[config.mk]
export PLATFORM = sky130hd
export DESIGN_NAME = axi_addr_ch_fifo
export DESIGN_NICKNAME = d
export VERILOG_FILES = /design/src/rtl/axi_addr_ch_fifo.sv
export SDC_FILE = /design/constraint.sdc
export NUM_CORES = 1
export LEC_CHECK = 0
export CAP_MARGIN = 20
export CORE_ASPECT_RATIO = 1.5
export CORE_MARGIN = 4
export CORE_UTILIZATION = 40
export DETAILED_ROUTE_END_ITERATION = 10
export PLACE_DENSITY = 0.66
export SLEW_MARGIN = 20
export SYNTH_ARGS = -nofsm -noshare
export SYNTH_HDL_FRONTEND = slang
export SYNTH_SLANG_ARGS = --single-unit
[constraint.sdc]
create_clock -name iCLK -period 2.7 [get_ports iCLK]
set_input_delay 0.405 -clock iCLK [delete_from_list [all_inputs] [get_ports iCLK]]
set_output_delay 0.405 -clock iCLK [all_outputs]
set_load 0.02 [all_outputs]
[src/rtl/axi_addr_ch_fifo.sv]
// axi_addr_ch_fifo
// AXI4-Lite address-channel acceptor (one instance per AW or AR channel).
// Beats carrying address and prot are queued in a DEPTH-entry FIFO. The
// master can then issue back-to-back addresses while the register-file
// backend is still busy.
//
// Optional feature:
//     AXADR_ALIGN_CHK_EN  Defining this macro stores a per-entry
//                         misalignment flag (iADDR[1:0] != 0) and presents
//                         it on oERR. When the macro is undefined, oERR is
//                         tied to 0.
//
// Ports:
//     iCLK    in   clock, rising edge
//     iRSTN   in   asynchronous active-low reset
//     iADDR   in   AxADDR [ADDR_W-1:0]
//     iPROT   in   AxPROT [2:0]
//     iVALID  in   AxVALID
//     oREADY  out  AxREADY, registered
//     iBUSY   in   backend stall; blocks new accepts one cycle later
//     oVALID  out  head entry valid toward the backend
//     oADDR   out  head entry address
//     oPROT   out  head entry prot
//     oERR    out  head entry misalignment flag
//     iPOP    in   backend consumes the head entry
//     oLEVEL  out  occupancy, 0..DEPTH
module axi_addr_ch_fifo #(
    parameter int ADDR_W = 32,
    parameter int DEPTH  = 2,
    parameter int PTR_W  = $clog2(DEPTH)
) (
    input  logic              iCLK,
    input  logic              iRSTN,
    input  logic [ADDR_W-1:0] iADDR,
    input  logic [2:0]        iPROT,
    input  logic              iVALID,
    output logic              oREADY,
    input  logic              iBUSY,
    output logic              oVALID,
    output logic [ADDR_W-1:0] oADDR,
    output logic [2:0]        oPROT,
    output logic              oERR,
    input  logic              iPOP,
    output logic [PTR_W:0]    oLEVEL
);

    localparam logic [PTR_W:0] FULL_LEVEL = DEPTH[PTR_W:0];

    logic [ADDR_W-1:0] addr_mem [DEPTH];
    logic [2:0]        prot_mem [DEPTH];
    logic [PTR_W-1:0]  wr_ptr;
    logic [PTR_W-1:0]  rd_ptr;
    logic [PTR_W:0]    count;
    logic [PTR_W:0]    count_next;
    logic              ready_q;
    logic              push;
    logic              pop;

    // Push is qualified by the registered ready, so a full FIFO can never
    // be written. Pop is qualified by non-empty, so iPOP on an empty FIFO
    // is harmless.
    assign push       = iVALID & ready_q;
    assign pop        = iPOP & (count != '0);
    assign count_next = count + (PTR_W+1)'(push) - (PTR_W+1)'(pop);

    // The storage is reset as well. This makes the head outputs read 0
    // straight out of reset without a separate output register.
    always_ff @(posedge iCLK or negedge iRSTN) begin
        if (!iRSTN) begin
            for (int i = 0; i < DEPTH; i++) begin
                addr_mem[i] <= '0;
                prot_mem[i] <= '0;
            end
        end else if (push) begin
            addr_mem[wr_ptr] <= iADDR;
            prot_mem[wr_ptr] <= iPROT;
        end
    end

`ifdef AXADR_ALIGN_CHK_EN
    logic err_mem [DEPTH];

    always_ff @(posedge iCLK or negedge iRSTN) begin
        if (!iRSTN) begin
            for (int i = 0; i < DEPTH; i++) begin
                err_mem[i] <= 1'b0;
            end
        end else if (push) begin
            err_mem[wr_ptr] <= (iADDR[1:0] != 2'b00);
        end
    end

    assign oERR = err_mem[rd_ptr];
`else
    assign oERR = 1'b0;
`endif

    // Ready looks one cycle ahead at the post-update occupancy. It therefore
    // drops in the same edge that fills the FIFO, and iBUSY is seen one
    // cycle late.
    always_ff @(posedge iCLK or negedge iRSTN) begin
        if (!iRSTN) begin
            wr_ptr  <= '0;
            rd_ptr  <= '0;
            count   <= '0;
            ready_q <= 1'b1;
        end else begin
            if (push) begin
                wr_ptr <= wr_ptr + PTR_W'(1);
            end
            if (pop) begin
                rd_ptr <= rd_ptr + PTR_W'(1);
            end
            count   <= count_next;
            ready_q <= (count_next != FULL_LEVEL) & ~iBUSY;
        end
    end

    assign oREADY = ready_q;
    assign oVALID = (count != '0);
    assign oADDR  = addr_mem[rd_ptr];
    assign oPROT  = prot_mem[rd_ptr];
    assign oLEVEL = count;

endmodule

; ---- After elaboration in Yosys (flattened, before gate mapping)
; Cells that the tools add are included.
[op_classes]
addsub = 4
n_lt_le_gt_ge = 3
eq_ne = 1
muxes = 12
n_bitwise = 6
n_reduce_logical = 2
[op_table]
columns = op, count
row1 = $mux W32, 4
row2 = $bwmux W64, 1
row3 = $demux W32 S1, 1
row4 = $mux W3, 4
row5 = $bwmux W6, 1
row6 = $ge A2 B2 Y1 const B, 2
row7 = $not A1 Y2, 2
row8 = $and A1 B1 Y1, 3
row9 = $demux W3 S1, 1
row10 = $add A1 B1 Y1 const B, 2
row11 = $add A2 B1 Y2, 1
row12 = $lt A2 B1 Y1 const B, 1
row13 = $ne A2 B2 Y1 const B, 1
row14 = $reduce_bool A2 Y1, 1
row15 = $sub A2 B1 Y2, 1
row16 = $logic_and A1 B1 Y1, 1
row17 = $not A1 Y1, 1
[word_totals]
reg_bits = 75
input_bits = 40
output_inout_bits = 40

; ---- Logic depth before layout (Yosys ltp)
; Gate-level depths: netlist of run 1.
[depth]
word_depth = 6
ltp_mapped = 6
mapped_depth_nobuf = 6

; ---- Worst setup path after synthesis of run 1
; Ideal clock, no wire load.
[synth_timing]
kind = register to register
startpoint = register ready_q, in the netlist oREADY
endpoint = register ready_q, in the netlist oREADY
arrival_ns = 1.557
required_ns = 2.627
setup_slack_ns = 1.070
stages_incl_launch_ff = 7
synth_period_minus_slack_ns = 1.630
path_cell_list = dfstp_2 nand2_1 ha_1 inv_1 ha_1 xor3_1 a21oi_1
[synth_via]
elab_chain_len = 5
[synth_lines]
columns = item, line_no
row1 = start: declaration, 55  ; logic ready_q;
row2 = start signal: assignment, 115  ; ready_q <= (count_next != FULL_LEVEL) & ~iBUSY;
row3 = $and A1 B1 Y1, 62  ; assign push = iVALID & ready_q;
row4 = $add A2 B1 Y2, 64  ; assign count_next = count + (PTR_W+1)'(push) - (PTR_W+1)'(pop);
row5 = $sub A2 B1 Y2, 64
row6 = named net count_next[1], 54  ; logic [PTR_W:0] count_next;
row7 = $ne A2 B2 Y1, 115
row8 = $and A1 B1 Y1, 115
; The timed path passes the listed nets, and every way through them passes these cells.
; A chain may end at the register's enable or synchronous reset.

; ---- Worst setup path after layout of run 1
[layout_timing]
startpoint = register rd_ptr
endpoint = output oADDR[15]
[layout_via]
elab_chain_len = 4
[layout_lines]
columns = item, line_no
row1 = start: declaration, 52  ; logic [PTR_W-1:0] rd_ptr;
row2 = start signal: assignment, 112  ; rd_ptr <= rd_ptr + PTR_W'(1);
row3 = $not A1 Y2 (not written as such), 121  ; assign oADDR = addr_mem[rd_ptr];
row4 = $mux W32 (not written as such) (3 in series), 121
row5 = end: declaration, 40  ; output logic [ADDR_W-1:0] oADDR,
; No other way between the ends. The select of a mux whose other input is x is not followed.

==> results.cfg, run 1 <==
[synth]
synth_warnings = 0
seq_area_frac_synth_pct = 53.4
syn_area_per_cell_um2 = 17.2
syn_nets = 247
synth_common_cells = dfrtp_1, mux2_4, mux2_2
yosys.area_share.simple_pct = 1.35
synthMuxAreaShare_pct = 40.0
synth_top_area_share_pct = 52.6
synth_top_family_by_area = multiplexers
ys_async_sr_fraction_pct = 100
synth_enable_flop_cells = 0
syn-instance-count = 205
synth_most_common_cell = dfrtp_1
yosysUniqueCellTypes = 19
synth_top_cells_by_area = dfrtp_1, mux2_4, mux2_2
synth_xor_area_share_pct = 1.17
netlist_area_mm2 = 0.00352
synth_flop_cell = dfrtp_1
synth_fa_ha_area_share_pct = 0.711
synth_top_area_cell = dfrtp_1
synth-seq-cells = 75
synth-compound-area-share_pct = 0.356

[timing]
worst_slew_pin_slew_ns = 0.938
rsz0062_at_grt = false
finalCritPeriodShare_pct = 84.3
tns_ns = 0
hold_viol_final = 0
fin_ws_ns = 0.423
fmax_mhz = 439
slew_headroom_pct = 37.5
fin_crit_ns = 2.28
drv_slew = 0
setup_viol = 0
finalClockSkew_ns = 0.00409

[setup_path]
worst-setup-path-type = flip-flop to output port
worst_ep_arrival_time_ns = 1.87
end_kind = output port
startpoint_type = flip-flop
timing.rr.end = addr_mem[20]
r2r_cells = 3
crit_path_max_fanout = 18
r2r_setup_slack_ns = 1.02
r2r-start = oREADY
required_ns = 2.30

[die]
die-width_um = 84.6
num_io_pins = 80
start_util_pct = 41.3
die_y_um = 123
num_rows = 41
placeableCoreArea_mm2 = 0.00852
dieArea_mm2 = 0.0104

[drt]
drt-vias-per-instance = 4.82
drc_errors = 0
wirelength_mm = 6.90
dr.max_layer_used = met4
wl_met1_mm = 2.87
dr_wl_met3_um = 245
drtIter0Drc = 48
via_count = 1924
wire_per_inst_um = 17.3
dr_wl_met2_mm = 3.60
first_pass_iters = 4
ant_nets = 0

[place]
dp_hpwl_mm = 4.66
place.gp.congestion = 0.689
dp_cells = 383
post-place-ws_ns = 0.564
numPortBuffers = 78

[clocking]
cts_tree = built
htree_levels = 3
numCtsBuffers = 9
clk_latency_ns = 0.33
ctsResizeCount = 0
cts_root_buffer = clkbuf_16
clkSinkCount = 75
cts_setup_buffers = 0
holdBufCountCts = 0
clk_pin_slew_ns = 0.06
cts_max_path_buffers = 2

[run]
maxCapViolCount = 0

[cells_and_area]
insertedDiodeCount = 0
area_growth_pct = 33.1
fillers = 724
final_cells = 399
drive_gt1_share_pct = 43.8
fin_util_pct = 55.0
final_nets = 329

[global_route]
grt_pass1_vias = 2203
track_usage_pct = 14.1
grt_max_degree = 76
grt_overflow = 0
grt_pass1_wl_mm = 11.2
antenna_found_initial = 0

[power_and_ir_drop]
p_per_area_mw_per_mm2 = 1400
ir_drop_mv = 0.618
p_total_mw = 6.56
total_leakage_power_nw = 2.20

[worst_hold_path]
hold_class = input port to async pin

[status]
outcome = finished clean
[power breakdown]
part | internal (mW) | total [mW] | switching (mW)
Clock | 0.722 | 1.16 | 0.437
Sequential | 1.71 | 2.04 | 0.323
Combinational | 2.04 | 3.37 | 1.33
Total | 4.48 | 6.56 | 2.09
[critical path, cell delays in order (launching register included)]
cell	delay, ns
dfrtp_1	0.34
buf_4	0.27
mux2_2	0.39
clkdlybuf4s50_1	0.54
[stage by stage]
stage	area (um^2)	hold WS, ns
detailed placement	4390	0.491
floorplan	3520	0.109
global route	4680	0.305
finish	4680	0.207
global placement	4390	0.483
CTS	4680	0.262
[cells in the final DEF, fill, tap and decap left out, types with 2 or more instances in the layout]
cell	synthesis	routed
buf_12	0	2
dfrtp_1	74	74
clkbuf_8	0	4
ha_1	2	2
clkdlybuf4s50_1	0	77
inv_1	2	2
clkbuf_1	0	2
mux2_4	60	60
buf_4	1	3
mux2_2	45	45
clkbuf_16	0	9
[area by class of cell]
cell class | instances | area, um^2 | area share, %
Clock inverter | 1 | 5.00 | 0.107
Sequential cell | 75 | 1880 | 40.1
Tap cell | 107 | 134 | 2.86
Timing Repair Buffer | 82 | 833 | 17.8
Inverter | 2 | 7.51 | 0.160
Clock buffer | 15 | 288 | 6.14
Multi-Input combinational cell | 117 | 1540 | 32.8
[flip-flops by register name (all words and copies together), names as in the netlist]
register,cells
oLEVEL,2
prot_mem,6
addr_mem,64
rd_ptr,1
wr_ptr,1
oREADY,1
[kinds of logic after synthesis]
kind of cell,Yosys count
xor+xnor,3
flops,75
simple gates,4
mux,105
buf+inv,13
fa+ha+maj,2
other cells,1
compound gates,2
[metal layers]
| layer | global-route usage, % | vias to the layer above |
|---|---|---|
| li1 | - | 891 |
| met1 | 16.9 | 977 |
| met5 | 0 | - |
| met4 | 8.32 | 0 |
| met3 | 2.55 | 10 |
| met2 | 23.5 | 46 |
[worst max-delay path by stage]
| stage | from | end | slack [ns] | cells after the start |
|---|---|---|---|---|
| final | rd_ptr | oADDR[15] | 0.42 | 3 |
| after global routing | rd_ptr | oADDR[12] | 0.35 | 3 |
| after CTS | rd_ptr | oADDR[27] | 0.38 | 3 |
| after detailed placement | iVALID | addr_mem[25] | 0.56 | 4 |
| after global placement | iVALID | addr_mem[17] | 0.59 | 4 |
| after floorplan | oREADY | oREADY | 1.07 | 6 |
No activity file was read; power rests on OpenSTA's default activity.
==> run 2, diff against run 1 <==
==> constraint.sdc (replaced) <==
create_clock -name iCLK -period 2.1 [get_ports iCLK]
set_input_delay 0.315 -clock iCLK [delete_from_list [all_inputs] [get_ports iCLK]]
set_output_delay 0.315 -clock iCLK [all_outputs]
set_load 0.02 [all_outputs]
==> results.cfg, run 2 (synthesis results as in run 1) <==
[power_and_ir_drop]
swShare_pct = 32.6
total_leakage_power_nw = 2.30
p_per_area_mw_per_mm2 = 1740
internal-power_mw = 5.55
p_sw_mw = 2.68
power_frac_clock_pct = 19.4
pwr-share-comb_pct = 48.7
p_seq_share_pct = 32.0
ir_drop_mv = 1.01

[setup_path]
end_kind = output port
r2r_setup_slack_ns = 0.46
r2r-start = oREADY
required_ns = 1.78
worst_ep_arrival_time_ns = 1.63
crit_path_max_fanout = 15
timing.rr.end = oREADY
worst-setup-path-type = flip-flop to output port
startpoint_type = flip-flop
r2r_cells = 6

[drt]
wirelength_mm = 6.92
drtIter0Drc = 54
via_count = 1953
drc_errors = 0
first_pass_iters = 4
wire_per_inst_um = 17.2
drt-vias-per-instance = 4.85
ant_nets = 0

[worst_hold_path]
hold_class = input port to async pin

[clocking]
htree_levels = 3
cts_root_buffer = clkbuf_16
clk_pin_slew_ns = 0.06
cts_max_path_buffers = 2
numCtsBuffers = 9
cts_tree = built
clk_latency_ns = 0.32
clkSinkCount = 75
cts_setup_buffers = 0

[global_route]
track_usage_pct = 14.1
grt_overflow = 0
grt_pass1_vias = 2291
antenna_found_initial = 0
grt_pass1_wl_mm = 11.4
grt_max_degree = 40

[cells_and_area]
fin_util_pct = 55.5
final_common_cell = dfrtp_1
top_register = addr_mem
final_nets = 333
final_cell_mix = dfrtp_1, mux2_4, mux2_2, clkdlybuf4s50_1, dlygate4sd2_1
insertedDiodeCount = 0
drive_gt1_share_pct = 44.6
area_growth_pct = 34.4
largest_reg_flops = 64
fillers = 741

[place]
post-place-ws_ns = 0.0870
place.gp.congestion = 0.707
numPortBuffers = 78
dp_hpwl_mm = 4.66

[timing]
hold_viol_final = 0
fin_crit_ns = 1.94
finalClockSkew_ns = 0.00474
rsz0062_at_grt = false
fin_ws_ns = 0.159
finalCritPeriodShare_pct = 92.4
tns_ns = 0
setup_viol = 0
drv_slew = 0
slew_headroom_pct = 66.6
fmax_mhz = 515
worst_slew_pin_slew_ns = 0.501

[die]
start_util_pct = 41.3
die_y_um = 123
dieArea_mm2 = 0.0104
placeableCoreArea_mm2 = 0.00852
num_io_pins = 80
die-width_um = 84.6
num_rows = 41

[run]
maxCapViolCount = 0

[status]
outcome = finished clean
run 2: cell types whose count changed in the layout (fill, tap and decap cells not counted), moves of 2 or more:
cell	delta
clkinv_2	+3
buf_12	+3
clkbuf_8	-4
clkdlybuf4s50_1	-35
bufinv_16	+2
dlygate4sd2_1	+35
run 2: repair_timing:
action,4_1_cts,5_1_grt
gates resized for setup,36,0
hold buffers,1,0
endpoints found under the hold margin,38,0
setup endpoints to repair,35,0
run 2: stage by stage:
| stage | cell area (um^2) | hold slack, ns | instances | total power [mW] |
|---|---|---|---|---|
| after global routing | 4730 | 0.495 | 403 | 8.68 |
| after CTS | 4730 | 0.479 | 403 | 8.35 |
| after floorplan | 3520 | 0.0194 | 205 | 5.45 |
| final | 4730 | 0.483 | 403 | 8.22 |
| after global placement | 4450 | 0.324 | 386 | 7.01 |
| after detailed placement | 4450 | 0.321 | 386 | 7.07 |
run 2: worst max-delay path by stage:
stage           start         to  slack [ns]
2_1_floorplan  oREADY     oREADY        0.47
3_3_place_gp   iVALID     oREADY        0.15
3_5_place_dp   iVALID     oREADY        0.09
4_1_cts        rd_ptr   oADDR[9]        0.13
5_1_grt        rd_ptr   oADDR[9]        0.11
6_report       rd_ptr  oADDR[16]        0.16
run 2: power groups by stage:
stage	clock network, mW	registers [mW]	logic, mW
2_1_floorplan	0	2.53	2.92
3_3_place_gp	0	2.61	4.40
3_5_place_dp	0	2.63	4.44
4_1_cts	1.63	2.63	4.08
5_1_grt	1.69	2.71	4.27
6_report	1.59	2.63	4.00
run 2: area by class of cell:
class	instances	area (um^2)	share of cell area, %
Clock buffer	10	229	4.84
Clock inverter	6	80.1	1.69
Inverter	2	7.51	0.159
Multi-Input combinational cell	117	1540	32.5
Sequential cell	75	1880	39.7
Tap cell	107	134	2.83
Timing Repair Buffer	86	863	18.3
run 2: worst max-delay path: stages (launching register included):
cell and delay [ns]:
dfrtp_1 0.40, buf_6 0.21, mux2_2 0.36, dlygate4sd2_1 0.33
run 2: metal layers:
layer / up-vias / routed length [um] / part of all wire [%] / GRT usage (%)
met3: 11 / 225 / 3.3 / 2.62
li1: 893 / - / - / -
met4: 0 / 158 / 2.3 / 7.43
met5: - / 0 / 0 / 0
met2: 45 / 3730 / 54 / 25.0
met1: 1004 / 2810 / 41 / 16.1
